## src/rtl/dma_pkg.sv

```systemverilog
// ============================================================================
// Module  : dma_pkg
// Brief   : Shared state encoding and channel-count constants for DMA timing.
// Revision: 1.0 - initial release
// ============================================================================
`default_nettype none

package dma_pkg;

    localparam int c_NUM_CH_DEFAULT = 4;

    typedef enum logic [2:0] {
        SI = 3'd0,
        S0 = 3'd1,
        S1 = 3'd2,
        S2 = 3'd3,
        S3 = 3'd4,
        S4 = 3'd5
    } dmaState_t;

    // Width of a channel index; a single channel still needs one bit.
    function automatic int chIdxWidth(input int numCh);
        return (numCh > 1) ? $clog2(numCh) : 1;
    endfunction

endpackage

`default_nettype wire

```

## src/rtl/dma_priority_arbiter.sv

```systemverilog
// ============================================================================
// Module  : dma_priority_arbiter
// Brief   : Fixed / rotating priority resolver with its rotation pointer.
// Revision: 1.0 - initial release
// ============================================================================
`default_nettype none

module dma_priority_arbiter
    import dma_pkg::*;
#(
    parameter int NUM_CH = c_NUM_CH_DEFAULT,
    parameter int CH_W   = chIdxWidth(NUM_CH)
) (
    input  logic              clk,
    input  logic              rst_n,
    input  logic [NUM_CH-1:0] pending,
    input  logic              rotateEn,
    input  logic              advance,
    input  logic [CH_W-1:0]   doneCh,
    output logic [CH_W-1:0]   grantCh,
    output logic              grantValid
);

    localparam logic [CH_W:0]   c_NUM  = (CH_W+1)'(NUM_CH);
    localparam logic [CH_W-1:0] c_LAST = CH_W'(NUM_CH - 1);

    logic [CH_W-1:0] r_pointer;
    logic [CH_W-1:0] w_base;
    logic [CH_W-1:0] w_nextPtr;

    // Fixed mode always starts the search at channel 0; the pointer just waits.
    assign w_base    = rotateEn ? r_pointer : '0;
    assign w_nextPtr = (doneCh == c_LAST) ? '0 : doneCh + 1'b1;

    // Walk offsets from farthest to nearest so the closest pending channel wins.
    always_comb begin
        logic [CH_W:0] sum;
        sum        = '0;
        grantCh    = '0;
        grantValid = 1'b0;
        for (int i = NUM_CH - 1; i >= 0; i--) begin
            sum = {1'b0, w_base} + (CH_W+1)'(i);
            if (sum >= c_NUM) begin
                sum = sum - c_NUM;
            end
            if (pending[sum[CH_W-1:0]]) begin
                grantCh    = sum[CH_W-1:0];
                grantValid = 1'b1;
            end
        end
    end

    always_ff @(posedge clk or negedge rst_n) begin
        if (!rst_n) begin
            r_pointer <= '0;
        end else if (advance && rotateEn) begin
            r_pointer <= w_nextPtr;
        end
    end

endmodule

`default_nettype wire

```

## src/rtl/dma_timing_control.sv

```systemverilog
// ============================================================================
// Module  : dma_timing_control
// Brief   : DMA bus-cycle sequencer: hold handshake, S1-S4 word timing, EOP.
// Revision: 1.0 - initial release
// ============================================================================
`default_nettype none

module dma_timing_control
    import dma_pkg::*;
#(
    parameter int NUM_CH = c_NUM_CH_DEFAULT
) (
    input  logic              CLK,
    input  logic              RESET_N,
    input  logic [NUM_CH-1:0] DREQ,
    input  logic [NUM_CH-1:0] chMask,
    input  logic [NUM_CH-1:0] blockMode,
    input  logic              ctrlDisable,
    input  logic              rotatingPriority,
    input  logic              HLDA,
    input  logic              EOP_N,
    input  logic              tcReached,
    output logic              HRQ,
    output logic [NUM_CH-1:0] DACK,
    output logic              AEN,
    output logic              ADSTB,
    output logic              xferStrobe,
    output logic              loadAddr,
    output logic              updateCurrentAddressReg,
    output logic              updateCurrentWordCountReg,
    output logic              intEOP,
    output logic              programCondition
);

    localparam int CH_W = chIdxWidth(NUM_CH);

    dmaState_t         r_state;
    dmaState_t         w_nextState;
    logic [CH_W-1:0]   r_winner;
    logic [CH_W-1:0]   w_grantCh;
    logic              w_grantValid;
    logic              w_latchWinner;
    logic              w_rotate;
    logic              r_eopSeen;
    logic [NUM_CH-1:0] w_pending;

    assign w_pending = DREQ & ~chMask;

    dma_priority_arbiter #(
        .NUM_CH (NUM_CH),
        .CH_W   (CH_W)
    ) u_arbiter (
        .clk        (CLK),
        .rst_n      (RESET_N),
        .pending    (w_pending),
        .rotateEn   (rotatingPriority),
        .advance    (w_rotate),
        .doneCh     (r_winner),
        .grantCh    (w_grantCh),
        .grantValid (w_grantValid)
    );

    always_ff @(posedge CLK or negedge RESET_N) begin
        if (!RESET_N) begin
            r_state   <= SI;
            r_winner  <= '0;
            r_eopSeen <= 1'b0;
        end else begin
            r_state <= w_nextState;
            if (w_latchWinner) begin
                r_winner <= w_grantCh;
            end
            // An EOP seen mid-word is held until the word's S4 retires it.
            if (r_state == S1 || r_state == S2 || r_state == S3) begin
                r_eopSeen <= r_eopSeen | ~EOP_N;
            end else begin
                r_eopSeen <= 1'b0;
            end
        end
    end

    always_comb begin
        w_nextState               = r_state;
        w_latchWinner             = 1'b0;
        w_rotate                  = 1'b0;
        HRQ                       = 1'b0;
        DACK                      = '0;
        AEN                       = 1'b0;
        ADSTB                     = 1'b0;
        xferStrobe                = 1'b0;
        loadAddr                  = 1'b0;
        updateCurrentAddressReg   = 1'b0;
        updateCurrentWordCountReg = 1'b0;
        intEOP                    = 1'b0;
        programCondition          = 1'b0;
        case (r_state)
            SI: begin
                programCondition = 1'b1;
                if ((|w_pending) && !ctrlDisable) begin
                    w_nextState = S0;
                end
            end
            S0: begin
                HRQ = 1'b1;
                if (!w_grantValid) begin
                    w_nextState = SI;
                end else if (HLDA) begin
                    w_nextState   = S1;
                    w_latchWinner = 1'b1;
                end
            end
            S1: begin
                HRQ            = 1'b1;
                AEN            = 1'b1;
                ADSTB          = 1'b1;
                loadAddr       = 1'b1;
                DACK[r_winner] = 1'b1;
                w_nextState    = HLDA ? S2 : SI;
            end
            S2, S3: begin
                HRQ            = 1'b1;
                AEN            = 1'b1;
                xferStrobe     = 1'b1;
                DACK[r_winner] = 1'b1;
                if (!HLDA) begin
                    w_nextState = SI;
                end else begin
                    w_nextState = (r_state == S2) ? S3 : S4;
                end
            end
            S4: begin
                HRQ                       = 1'b1;
                AEN                       = 1'b1;
                DACK[r_winner]            = 1'b1;
                updateCurrentAddressReg   = 1'b1;
                updateCurrentWordCountReg = 1'b1;
                if (tcReached || !EOP_N || r_eopSeen) begin
                    intEOP      = 1'b1;
                    w_rotate    = 1'b1;
                    w_nextState = SI;
                end else if (blockMode[r_winner]) begin
                    w_nextState = S1;
                end else begin
                    w_rotate    = 1'b1;
                    w_nextState = SI;
                end
            end
            default: begin
                w_nextState = SI;
            end
        endcase
    end

endmodule

`default_nettype wire

```

## config.mk

```make
export PLATFORM = sky130hd
export DESIGN_NAME = dma_timing_control
export DESIGN_NICKNAME = d
export VERILOG_FILES = /design/src/rtl/dma_pkg.sv /design/src/rtl/dma_priority_arbiter.sv /design/src/rtl/dma_timing_control.sv
export SDC_FILE = /design/constraint.sdc
export NUM_CORES = 1
export LEC_CHECK = 0
export BUFFER_PORTS_ARGS = -buffer_cell sky130_fd_sc_hd__clkbuf_2
export CAP_MARGIN = 30
export CORE_MARGIN = 3
export CORE_UTILIZATION = 42
export CTS_CLUSTER_DIAMETER = 60
export DETAILED_ROUTE_END_ITERATION = 12
export GPL_ROUTABILITY_DRIVEN = 0
export MAX_ROUTING_LAYER = met4
export PLACE_DENSITY = 0.82
export SLEW_MARGIN = 10
export SYNTH_ARGS = -nofsm -noshare
export SYNTH_HDL_FRONTEND = slang
export SYNTH_HIERARCHICAL = 1
export SYNTH_SLANG_ARGS = --single-unit
```

## constraint.sdc

```tcl
create_clock -name CLK -period 1.7 [get_ports CLK]
set_clock_uncertainty 0.05 [all_clocks]
set_input_delay 0 -clock CLK [delete_from_list [all_inputs] [get_ports CLK]]
set_output_delay 0 -clock CLK [all_outputs]
set_load 0.02 [all_outputs]
```

==> results.cfg <==
[sta]
setup_viol = 0
worst_slack_ns = 0.0320
count_of_pins_over_their_slew_limit = 0
relSlewSlack_pct = 67.3
worst-slew-pin-transition_ns = 0.490
totalNegativeSetupSlack_ns = 0
max_clock_freq_mhz = 600
post-route-period-util_pct = 98.1
finalCriticalPeriod_ns = 1.67
finalHoldViolCount = 0

[floorplanning]
initial_standard_cell_utilization_of_the_core_pct = 48.1
row_count = 14
chipHeight_um = 49.0
design.die.area_sq_mm = 0.00240
die_width_um = 49.0
pin_count = 32
core_region_area_sq_mm = 0.00161

[final_layout]
n_antenna_cell = 0
finish.utilization_pct = 62.5
num-nets-final = 146
finalNonFillerCells = 148
commonest_cells_after_routing_fill_and_taps_aside = 31 x clkbuf_2, 10 x nor2_1, 8 x nand2_1, 8 x dfrtp_1, 7 x nor2b_1
fillers = 148
mostFrequentLayoutCell = clkbuf_2
share_of_post_route_cells_with_drive_strength_above_1_pct = 44.4
flow.area_growth_from_synthesis_pct = 29.8

[cts]
tritoncts = yes
worstSkewPairLatency_ns = 0.26
cts-buffers-inserted = 3
tritoncts_num_sinks = 8
cts_htree_levels = 1
clock_tree.root_cell = clkbuf_4
cts.path.max_buffers = 2
clk_pin_slew_worst_paths_ns = 0.06

[logic_synthesis]
post_synth_num_cell_types = 40
netlist_top_cells_area = dfrtp_1 26%, and3b_1 5.6%, nor2b_1 5.6%
mappedNetlistArea_sq_um = 776
yosysTopAreaCell = dfrtp_1
top_cell_type_s_share_of_synthesized_area_pct = 25.8
ys.warnings.count = 6
post_synth_inst_count = 90
dominantRegCellSynth = dfrtp_1
seq_area_frac_synth_pct = 25.8
count_of_flip_flops_with_a_built_in_enable_after_synthesis = 0
ys_async_sr_fraction_pct = 100
mappedNetlistNets = 110
postSynthRegisterBits = 8
synthesis.area_per_instance_sq_um = 8.62

[pwr]
ir_drop_v = 0.000766
cellLeakagePower_nw = 0.512
power_density_mw_per_mm2 = 1380
total_power_draw_mw = 1.39

[setup_path]
critical_path.reg2reg.startpoint = r_winner[0]
rrSetupSlack_ns = 0.03
critical_path.startpoint = r_winner[0]
setup.worst_path.end_class = flop
critPathArrivalTime_ns = 1.76
critPathCapture = u_arbiter/r_pointer[1]
critical_path.reg2reg.endpoint = u_arbiter/r_pointer[1]
critical_path_launch_point_type = flop
path_class = flop to flop
worstRegToRegCells = 5
cp_max_fo = 3
critical_path_required_ns = 1.79

[placement]
io_buffers = 31
hpwlAfterDp_um = 1430
placedCellCount = 141
pre_cts_ws_ns = 0.0261

[min_path]
min_path_type = primary input to flop

[status]
status = complete, no violations

[grt]
global_route.overflow_total = 0
first_pass_grt_wire_length_um = 3170
first_global_vias = 716
antenna_violations_before_repair = 0
grtUsageTotal_pct = 17.3
largest_net_degree_at_the_start_of_global_routing = 12

[detailed_routing]
viasPerCell = 5.22
drt_drc_violations_left = 0
drtPass1Iterations = 4
detail_route.wl_per_cell_um = 13.6
routed-via-count = 772
antenna_violating_nets_post_route = 0
first_iter_violations = 16
routed_wl_um = 2010

[run]
drv.max_cap_violation_count = 0
==> logic make-up after synthesis <==
family	Yosys count	share of synthesized area, %
XOR/XNOR	1	1.13
AND/OR/NAND/NOR	47	35.8
AO/OA/AOI/OAI	19	18.9
multiplexers	5	9.52
adder cells (fa/ha/maj)	1	1.61
buffers and inverters	9	7.26
flip-flops	8	25.8
==> cells in the mapped netlist, types with 2 or more instances <==
library cell	n
a21oi_1	3
nor2_1	11
mux2_4	2
nor2b_1	7
nand2_1	9
nor3_2	2
o21ai_0	4
buf_4	3
nand2b_1	3
nor3b_1	2
buf_2	3
dfrtp_1	8
inv_1	2
and3b_1	5
==> flip-flops by register name, summed over array words and instances (netlist names) <==
signal,count
r_winner,2
r_eopSeen,1
r_state,3
u_arbiter/r_pointer,2
==> worst min path at each step <==
stage                           start    endpoint  slack (ns)  cells past startpoint
after global routing          RESET_N   r_eopSeen        0.08                      2
after CTS                 ctrlDisable  r_state[1]        0.05                      4
after floorplan               RESET_N   r_eopSeen       -0.35                      0
after detailed placement      RESET_N   r_eopSeen       -0.19                      1
final                     ctrlDisable  r_state[1]        0.05                      4
after global placement        RESET_N   r_eopSeen       -0.19                      1
==> per-stage QoR <==
| step | hold slack (ns) | area (sq um) |
|---|---|---|
| 2_1_floorplan | -0.346 | 776 |
| 3_3_place_gp | -0.191 | 935 |
| 3_5_place_dp | -0.187 | 935 |
| 4_1_cts | 0.0535 | 987 |
| 5_1_grt | 0.0837 | 1010 |
| 6_report | 0.0510 | 1010 |
==> layer usage <==
metal  part of all wire (%)  track usage, %  vias to the layer above
li1                       -               -                      386
met1                     45            21.8                      353
met2                     47            27.6                       27
met3                    5.6            3.36                        6
met4                    1.9            5.69                        0
met5                      0               -                        -
==> cell type report <==
type,instances,area [sq um],share of cell area (%)
Inverter,2,7.51,0.745
Tap cell,24,30.0,2.98
Multi-Input combinational cell,73,532,52.8
Timing Repair Buffer,38,215,21.4
Clock buffer,3,22.5,2.24
Sequential cell,8,200,19.9
==> power by group <==
group          internal [mW]  total, mW  switching [mW]
Sequential             0.266      0.408           0.142
Clock                 0.0813      0.153          0.0719
Combinational          0.404      0.829           0.424
Total                  0.752       1.39           0.638
==> what timing repair did <==
action                     4_1_cts  5_1_grt
hold buffers                     3        0
buffers inserted                 0        1
resized for setup                0        3
setup endpoints to repair        0        5
hold endpoints to repair        10        0
==> worst max-delay path, cell delays in order, from the launching register on <==
cell and delay, ns:
dfrtp_1 0.38, mux4_2 0.50, and2_4 0.16, nor2_2 0.11, nand2_2 0.08, mux2_2 0.27
Note: power is estimated with default switching activity, not from simulation.
